--- config.mk ---
export PLATFORM = sky130hd
export DESIGN_NAME = rv32i_decode
export DESIGN_NICKNAME = d
export VERILOG_FILES = /design/src/rtl/rv32i_decode.sv
export SDC_FILE = /design/constraint.sdc
export NUM_CORES = 1
export LEC_CHECK = 0
export CAP_MARGIN = 10
export CORE_ASPECT_RATIO = 0.5
export CORE_UTILIZATION = 38
export DETAILED_ROUTE_END_ITERATION = 8
export PLACE_DENSITY = 0.82
export SLEW_MARGIN = 15
export SYNTH_ARGS = -nofsm -noshare
export SYNTH_HDL_FRONTEND = slang
export SYNTH_SLANG_ARGS = --single-unit
--- constraint.sdc ---
create_clock -name clk -period 2.31 [get_ports clk]
set_clock_uncertainty 0.15 [all_clocks]
set_input_delay 0.693 -clock clk [delete_from_list [all_inputs] [get_ports clk]]
set_output_delay 0.693 -clock clk [all_outputs]
set_load 0.05 [all_outputs]
--- src/rtl/rv32i_decode.sv ---
// RV32I decode stage: handshaked fetch in, registered decoded packet out.
// Register-file read addresses are driven combinationally on accept.
module rv32i_decode #(
  parameter int XLEN    = 32,
  parameter int RADDR_W = 6
) (
  input  logic               clk,
  input  logic               i_rst_n,
  input  logic [31:0]        i_instr,
  input  logic [XLEN-1:0]    i_pc,
  input  logic               i_valid,
  output logic               o_ready,
  input  logic               i_flush,
  output logic [RADDR_W-1:0] o_rs_addr_1,
  output logic [RADDR_W-1:0] o_rs_addr_2,
  output logic               o_renable,
  output logic               o_valid,
  input  logic               i_ready,
  output logic [XLEN-1:0]    o_pc,
  output logic [RADDR_W-1:0] o_rd_addr,
  output logic [XLEN-1:0]    o_imm,
  output logic [2:0]         o_funct3,
  output logic [3:0]         o_alu_op,
  output logic [2:0]         o_class,
  output logic               o_wb_en,
  output logic               o_illegal
);

  localparam logic [6:0] OP_R   = 7'b0110011;
  localparam logic [6:0] OP_I   = 7'b0010011;
  localparam logic [6:0] OP_FEN = 7'b0001111;
  localparam logic [6:0] OP_LD  = 7'b0000011;
  localparam logic [6:0] OP_ST  = 7'b0100011;
  localparam logic [6:0] OP_BR  = 7'b1100011;
  localparam logic [6:0] OP_JAL = 7'b1101111;
  localparam logic [6:0] OP_JLR = 7'b1100111;
  localparam logic [6:0] OP_LUI = 7'b0110111;
  localparam logic [6:0] OP_AUI = 7'b0010111;

  localparam int PAD = RADDR_W - 5;

  logic [6:0] op;
  logic [2:0] f3;
  logic [6:0] f7;
  logic [4:0] rd;
  logic       f7_ok;

  assign op    = i_instr[6:0];
  assign f3    = i_instr[14:12];
  assign f7    = i_instr[31:25];
  assign rd    = i_instr[11:7];
  assign f7_ok = (f7 == 7'h00) || (f7 == 7'h20);

  logic accept;

  assign o_ready   = !i_flush && (!o_valid || i_ready);
  assign accept    = i_valid && o_ready;
  assign o_renable = accept;

  logic              use1, use2;
  logic signed [31:0] imm32;
  logic [3:0]        alu_d;
  logic [2:0]        cls_d;
  logic              wb_d, ill_d;

  always_comb begin
    use1  = 1'b0;
    use2  = 1'b0;
    imm32 = '0;
    alu_d = 4'b0000;
    cls_d = 3'd0;
    wb_d  = 1'b0;
    ill_d = 1'b0;
    case (op)
      OP_R: begin
        use1  = 1'b1;
        use2  = 1'b1;
        alu_d = {f7[5], f3};
        wb_d  = 1'b1;
        ill_d = !f7_ok ||
                (f7 == 7'h20 && f3 != 3'b000 && f3 != 3'b101);
      end
      OP_I: begin
        use1  = 1'b1;
        imm32 = 32'(signed'(i_instr[31:20]));
        alu_d = {1'b0, f3};
        wb_d  = 1'b1;
        if (f3 == 3'b001) ill_d = (f7 != 7'h00);
        if (f3 == 3'b101) begin
          ill_d = !f7_ok;
          alu_d = {f7[5], f3};
        end
      end
      OP_FEN: cls_d = 3'd0;
      OP_LD: begin
        use1  = 1'b1;
        imm32 = 32'(signed'(i_instr[31:20]));
        cls_d = 3'd1;
        wb_d  = 1'b1;
        ill_d = (f3 == 3'b011) || (f3 == 3'b110) ||
                (f3 == 3'b111);
      end
      OP_ST: begin
        use1  = 1'b1;
        use2  = 1'b1;
        imm32 = 32'(signed'({i_instr[31:25], i_instr[11:7]}));
        cls_d = 3'd2;
        ill_d = (f3 >= 3'b011);
      end
      OP_BR: begin
        use1  = 1'b1;
        use2  = 1'b1;
        imm32 = 32'(signed'({i_instr[31], i_instr[7],
                             i_instr[30:25], i_instr[11:8],
                             1'b0}));
        cls_d = 3'd3;
        ill_d = (f3 == 3'b010) || (f3 == 3'b011);
      end
      OP_JAL: begin
        imm32 = 32'(signed'({i_instr[31], i_instr[19:12],
                             i_instr[20], i_instr[30:21],
                             1'b0}));
        cls_d = 3'd4;
        wb_d  = 1'b1;
      end
      OP_JLR: begin
        use1  = 1'b1;
        imm32 = 32'(signed'(i_instr[31:20]));
        cls_d = 3'd5;
        wb_d  = 1'b1;
        ill_d = (f3 != 3'b000);
      end
      OP_LUI, OP_AUI: begin
        imm32 = {i_instr[31:12], 12'b0};
        cls_d = (op == OP_LUI) ? 3'd6 : 3'd7;
        wb_d  = 1'b1;
      end
      default: ill_d = 1'b1;
    endcase
    // Illegal packets go out as a harmless ALU no-op
    if (ill_d) begin
      cls_d = 3'd0;
      alu_d = 4'b0000;
      wb_d  = 1'b0;
    end
    if (rd == 5'd0) wb_d = 1'b0;
  end

  assign o_rs_addr_1 = use1 ? {{PAD{1'b0}}, i_instr[19:15]} : '0;
  assign o_rs_addr_2 = use2 ? {{PAD{1'b0}}, i_instr[24:20]} : '0;

  logic               valid_d;
  logic [RADDR_W-1:0] rd_d;

  assign rd_d = wb_d ? {{PAD{1'b0}}, rd} : '0;

  always_comb begin
    valid_d = o_valid;
    if (i_flush)                 valid_d = 1'b0;
    else if (accept)             valid_d = 1'b1;
    else if (o_valid && i_ready) valid_d = 1'b0;
  end

  always_ff @(posedge clk or negedge i_rst_n) begin
    if (!i_rst_n) begin
      o_valid   <= 1'b0;
      o_pc      <= '0;
      o_rd_addr <= '0;
      o_imm     <= '0;
      o_funct3  <= '0;
      o_alu_op  <= '0;
      o_class   <= '0;
      o_wb_en   <= 1'b0;
      o_illegal <= 1'b0;
    end else begin
      o_valid <= valid_d;
      if (accept) begin
        o_pc      <= i_pc;
        o_rd_addr <= rd_d;
        o_imm     <= XLEN'(imm32);
        o_funct3  <= f3;
        o_alu_op  <= alu_d;
        o_class   <= cls_d;
        o_wb_en   <= wb_d;
        o_illegal <= ill_d;
      end
    end
  end

endmodule

* Yosys cells after proc, flatten, opt, wreduce, memory -nomap -nowiden *
Cells that the tools add are included.

storage, ports and cells
  memory bits (writable) = 0
  latch bits = 0
  memory bits (read-only) = 0
  register bits = 83
  logic and storage cells = 74
  memories kept = 0
  input bits = 69
  output and inout bits = 97

operators by class
  multiplexer cells = 21
  bitwise operators = 0
  divide/modulo/power cells = 0
  $add $sub $neg = 0
  shift-type cells = 0
  reduce and logical (&&, ||, !) cells = 25
  equal/unequal tests = 18
  order comparisons = 1
  $mul = 0

operator list
  kind                                                  count
  one-hot mux 32 bit (5 select lines)                   1
  equality test 7 x 6 -> 1 bit (second input constant)  4
  equality test 7 bit (second input constant)           3
  one-hot mux 3 bit (6 select lines)                    1
  two-way mux 5 bit                                     3
  equality test 7 x 5 -> 1 bit (second input constant)  2
  two-way mux 1 bit                                     11
  equality test 3 bit (second input constant)           3
  two-way mux 4 bit                                     2
  one-hot mux 4 bit (2 select lines)                    1
  equality test 7 x 2 -> 1 bit (second input constant)  1
  equality test 7 x 4 -> 1 bit (second input constant)  1
  logical NOT 7 bit                                     1
  one-hot mux 1 bit (7 select lines)                    1
  nonzero test 7 bit                                    1
  OR reduction 7 bit                                    1
  equality test 3 x 2 -> 1 bit (second input constant)  2
  logical OR 1 bit                                      6
  nonzero test 3 bit                                    2
  OR reduction 3 bit                                    2
  OR reduction 6 bit                                    1
  logical AND 1 bit                                     5
  logical NOT 5 bit                                     1
  OR reduction 4 bit                                    1
  other kinds (6)                                       8

* Longest topological paths before layout *
  word-level depth = 8
  mapped depth = 7
  depth with buffers taken out = 6

* Worst setup path before layout *
Ideal clock, no wire load.

  path kind = register -> output
  start = register o_valid
  end = output port o_renable
  data required time = 1467 ps
  path buffers = 1
  slack = -1099 ps
  stages on the path, launching flop included = 6
  arrival time = 2566 ps
  path through = dfrtp_1 > nor2b_1 > nor2_1 > nand2_1 > inv_2 > buf_1

between the ends
  longest elaborated chain between the ends = 4

ends and longest elaborated chain
  item                      RTL line  RTL
  start: declaration        17        output logic o_valid,
  start signal: assignment  176       o_valid <= valid_d;
  logical NOT 1 bit         56        assign o_ready = !i_flush && (!o_valid || i_ready);
  logical OR 1 bit          56
  logical AND 1 bit         56
  via o_ready               12        output logic o_ready,
  logical AND 1 bit         57        assign accept = i_valid && o_ready;
  end: declaration          16        output logic o_renable,

The timed path passes the listed nets, and every way through them passes these cells.

* Worst setup path in the final report *
  start = input port i_instr[3]
  end = output port o_rs_addr_2[3]

between the ends
  longest elaborated chain between the ends = 4
  elaborated cells between the ends (all ways) = 6
  classes of those cells = eq/ne (3); mux (2); reduce/logical (1)

ends and longest elaborated chain
  item                                                                        RTL line  RTL
  start: declaration                                                          9         input logic [31:0] i_instr,
  equality test 7 bit / equality test 7 x 6 -> 1 bit (equally long branches)  74        case (op)
  OR reduction 3 bit (no source line) *                                       -
  two-way mux 1 bit *                                                         74
  two-way mux 5 bit *                                                         150       assign o_rs_addr_2 = use2 ? {{PAD{1'b0}}, i_instr[24:20]} : '0;
  end: declaration                                                            15        output logic [RADDR_W-1:0] o_rs_addr_2,

Mark *: on every way between the ends. The rest lies on a longest branch, timed or not.

==> metrics.md <==
| Metric | Value |
|---|---|
| Status | `finished with violations` |
| Failing checks | `setup timing` |
| Cells after Synth | `422` |
| Seq pwr share | `37.6%` |
| Total track usage | `25.90%` |
| I/O pin cnt | `roughly 170` |
| Max-slew violations | `0` |
| Logic pwr share | `25.1%` |
| Skew-Pair Late Insertion Delay | `about 340 ps` |
| Fin Hold WS | `approximately 130 ps` |
| Initial antenna violation count | `0` |
| Placed Instances | `around 760` |
| Port bufs | `162` |
| Ant diodes | `0` |
| CTS tree | `done` |
| Peak supply drop | `roughly 0.34 mV` |
| Ys async rst share | `100.0%` |
| Htree depth | `3` |
| Synth Area in XOR/XNOR | `less than 1%` |
| Leakage | `around 3.2 nW` |
| Register area share after synthesis | `approximately 55%` |
| # rows | `25` |
| Mux contribution to synthesized area | `0%` |
| Post-DP Area | `around 6000 sq um` |
| Worst min path class | `in2async` |
| Reg2reg end | `o_imm[8]$_DFFE_PN0P_` |
| Final non-filler cell total | `792` |
| Max FO, Critical Path | `5` |
| TritonCTS Buffers | `9` |
| Non-Filler Cell Area, Final | `~6500 sq um` |
| Final worst slack | `-167.5 ps` |
| Total gr overflow | `0` |
| Initial DRC count | `about 250` |
| Core ar. | `approximately 9500 sq um` |
| CTS Buffer Depth | `2` |
| Area of the die | `approximately 10000 sq um` |
| Max Cap Viol | `0` |
| Via Count | `about 4200` |
| Final hold vios | `0` |
| Starting Density | `~40%` |
| Worst EP required | `between 1000 and 1500 ps` |
| Synth top area share | `between 50% and 60%` |
| Top cells by count, synth | `nand2_1 (151), dfrtp_1 (82), o21ai_0 (39)` |
| Number of global-route vias before repair | `4072` |
| Via density | `5.337` |
| Layout cell share with drive strength beyond 1 | `between 30% and 40%` |
| Complex-gate fraction of the synthesized area | `between 10% and 20%` |
| Syn Area/Cell | `between 8 and 9 sq um` |
| Max Fclk | `between 0.4 and 0.5 GHz` |
| Ranking of synthesized cells by area | `dfrtp_1 (55%), nand2_1 (15%), o21ai_0 (5.2%)` |
| Worst Path Arrival | `between 1500 and 2000 ps` |
| P per Cell Area | `about 650 nW/um^2` |
| Antenna Nets Post-Route | `0` |
| Yosys reg bits | `just over 80` |
| Main flop type after synthesis | `dfrtp_1` |
| First-pass GRT wire length | `20.53 mm` |
| R2R cell count | `7` |
| Worst r2r src | `o_valid$_DFFE_PN0P_` |
| Post-Synth Simple-Gate Area | `a little under a quarter` |
| Drt total wl | `approximately 14 mm` |
| Top-count cell post-synth | `nand2_1` |
| Setup violators final | `27` |
| Post-synth EDFFs | `0` |
| Fin crit share | `107.3%` |
| RePlAce Congestion | `roughly 0.91` |
| Critical path type | `in2out` |
| Pwr Total | `approximately 0.0042 W` |
| Biggest area consumer among synthesized cells | `dfrtp_1` |
| WL/cell | `approximately 18 um` |
| Net Sw Power | `about 0.0013 W` |
| Clock sink count | `a little over 80` |
| R2r setup slk | `approximately 280 ps` |
| Net switching fraction of the power | `about a third` |
| Synth Cell Area | `about 3800 sq um` |
| Drt pass-1 iters | `6` |
| CP startpoint | `i_instr[3]` |
| Tmin final | `~2500 ps` |
| Nets | `721` |
| Hold-fix buffer count after cts | `0` |
| Internal Power | `just under 0.003 W` |
| Area growth from synthesis to layout | `73.51%` |
| CP Capture Point | `o_rs_addr_2[3]` |
| Largest net degree at the start of global routing | `37` |
| Hpwl dp | `9.342 mm` |
| Post-synthesis cell type count | `between 40 and 50` |
| Die Y-Extent | `about 72 um` |
| FILL cells | `692` |
| CTS root buffer | `clkbuf_16` |
| Startpoint types | `input pin` |
| Post-Synth Adder-Cell Area | `0%` |
| Largest family of logic cells by synthesized area | `simple AND/OR/NAND/NOR gates` |
| Die Width | `~140 um` |
| Clock Pin Slew Worst Setup and Hold Paths | `60 ps` |
| Clk pwr share | `a little under two fifths` |
| Crit. End Element | `primary output` |
| Syn. warnings | `0` |
| Number of remaining DRC errors | `0` |
| RSZ-0062 raised after global routing | `yes` |
power groups by stage:
stage                     registers, W  logic [W]  clock network [W]
after global placement         0.00161    0.00103                  0
after global routing           0.00160    0.00112            0.00163
after floorplan                0.00196   0.000220                  0
after detailed placement       0.00161    0.00105                  0
after CTS                      0.00159    0.00104            0.00159
final                          0.00159    0.00106            0.00158
worst min path at each step:
stage / startpoint / endpoint / depth (start not counted)
floorplan: i_rst_n / o_alu_op[0]$_DFFE_PN0P_ / 0
global placement: o_pc[7]$_DFFE_PN0P_ / o_pc[7]$_DFFE_PN0P_ / 2
detailed placement: o_pc[2]$_DFFE_PN0P_ / o_pc[2]$_DFFE_PN0P_ / 2
CTS: i_rst_n / o_pc[11]$_DFFE_PN0P_ / 1
global route: i_rst_n / o_pc[11]$_DFFE_PN0P_ / 1
finish: i_rst_n / o_pc[11]$_DFFE_PN0P_ / 1
cells in the final DEF (no fill, tap or decap), types with 8 or more instances in the layout:
cell / count
a21oi_1: 28
buf_12: 16
buf_4: 149
clkbuf_16: 9
clkdlybuf4s50_1: 50
dfrtp_1: 81
dlygate4sd2_1: 14
nand2_1: 150
nor2_1: 8
o21ai_0: 36
cell type report:
class | instances | area [sq um] | share of cell area (%)
Multi-Input combinational cell | 309 | 1759 | 26.97
Inverter | 5 | 21.27 | 0.3260
Clock buffer | 10 | 239.0 | 3.663
Timing Repair Buffer | 245 | 2192 | 33.60
Clock inverter | 6 | 90.09 | 1.381
Tap cell | 135 | 168.9 | 2.589
Sequential cell | 82 | 2053 | 31.47
sequential cells by signal, indices dropped and copies added (netlist names):
register / flops
o_pc: 32
o_funct3: 3
o_rd_addr: 5
o_class: 3
o_valid: 1
o_alu_op: 4
o_wb_en: 1
o_imm: 32
o_illegal: 1
logic make-up after synthesis:
group	count (synthesis)
XOR/XNOR	1
other	1
AO/OA/AOI/OAI	104
flip-flops	82
AND/OR/NAND/NOR	201
buffers and inverters	33
repair_timing:
| item | CTS | global route |
|---|---|---|
| pin swaps | 16 | 12 |
| resized for setup | 71 | 19 |
| setup endpoints to repair | 68 | 27 |
| setup buffers | 7 | 6 |
| gates cloned | 0 | 0 |
worst max-delay path, cell delays in order:
cell	delay [ps]
buf_6	90
and3b_1	210
and4b_2	320
and2_4	190
buf_12	130
layer usage:
layer,routed length [um],vias to the layer above,track usage (%)
met5,0,-,0
met4,591,0,10.51
met3,1036,57,5.809
met2,6984,231,46.08
met1,5419,2046,30.85
li1,-,1893,-
stage by stage:
stage	setup TNS (ps)	utilization (%)	setup WS (ps)
floorplan	-970.5	-	-160.5
global placement	-31610	63.16	-645.5
detailed placement	-34900	63.16	-743.7
CTS	-1121	67.28	-160.7
global route	-2224	68.61	-186.9
finish	-1827	68.61	-167.5
No activity file was read; power rests on OpenSTA's default activity.
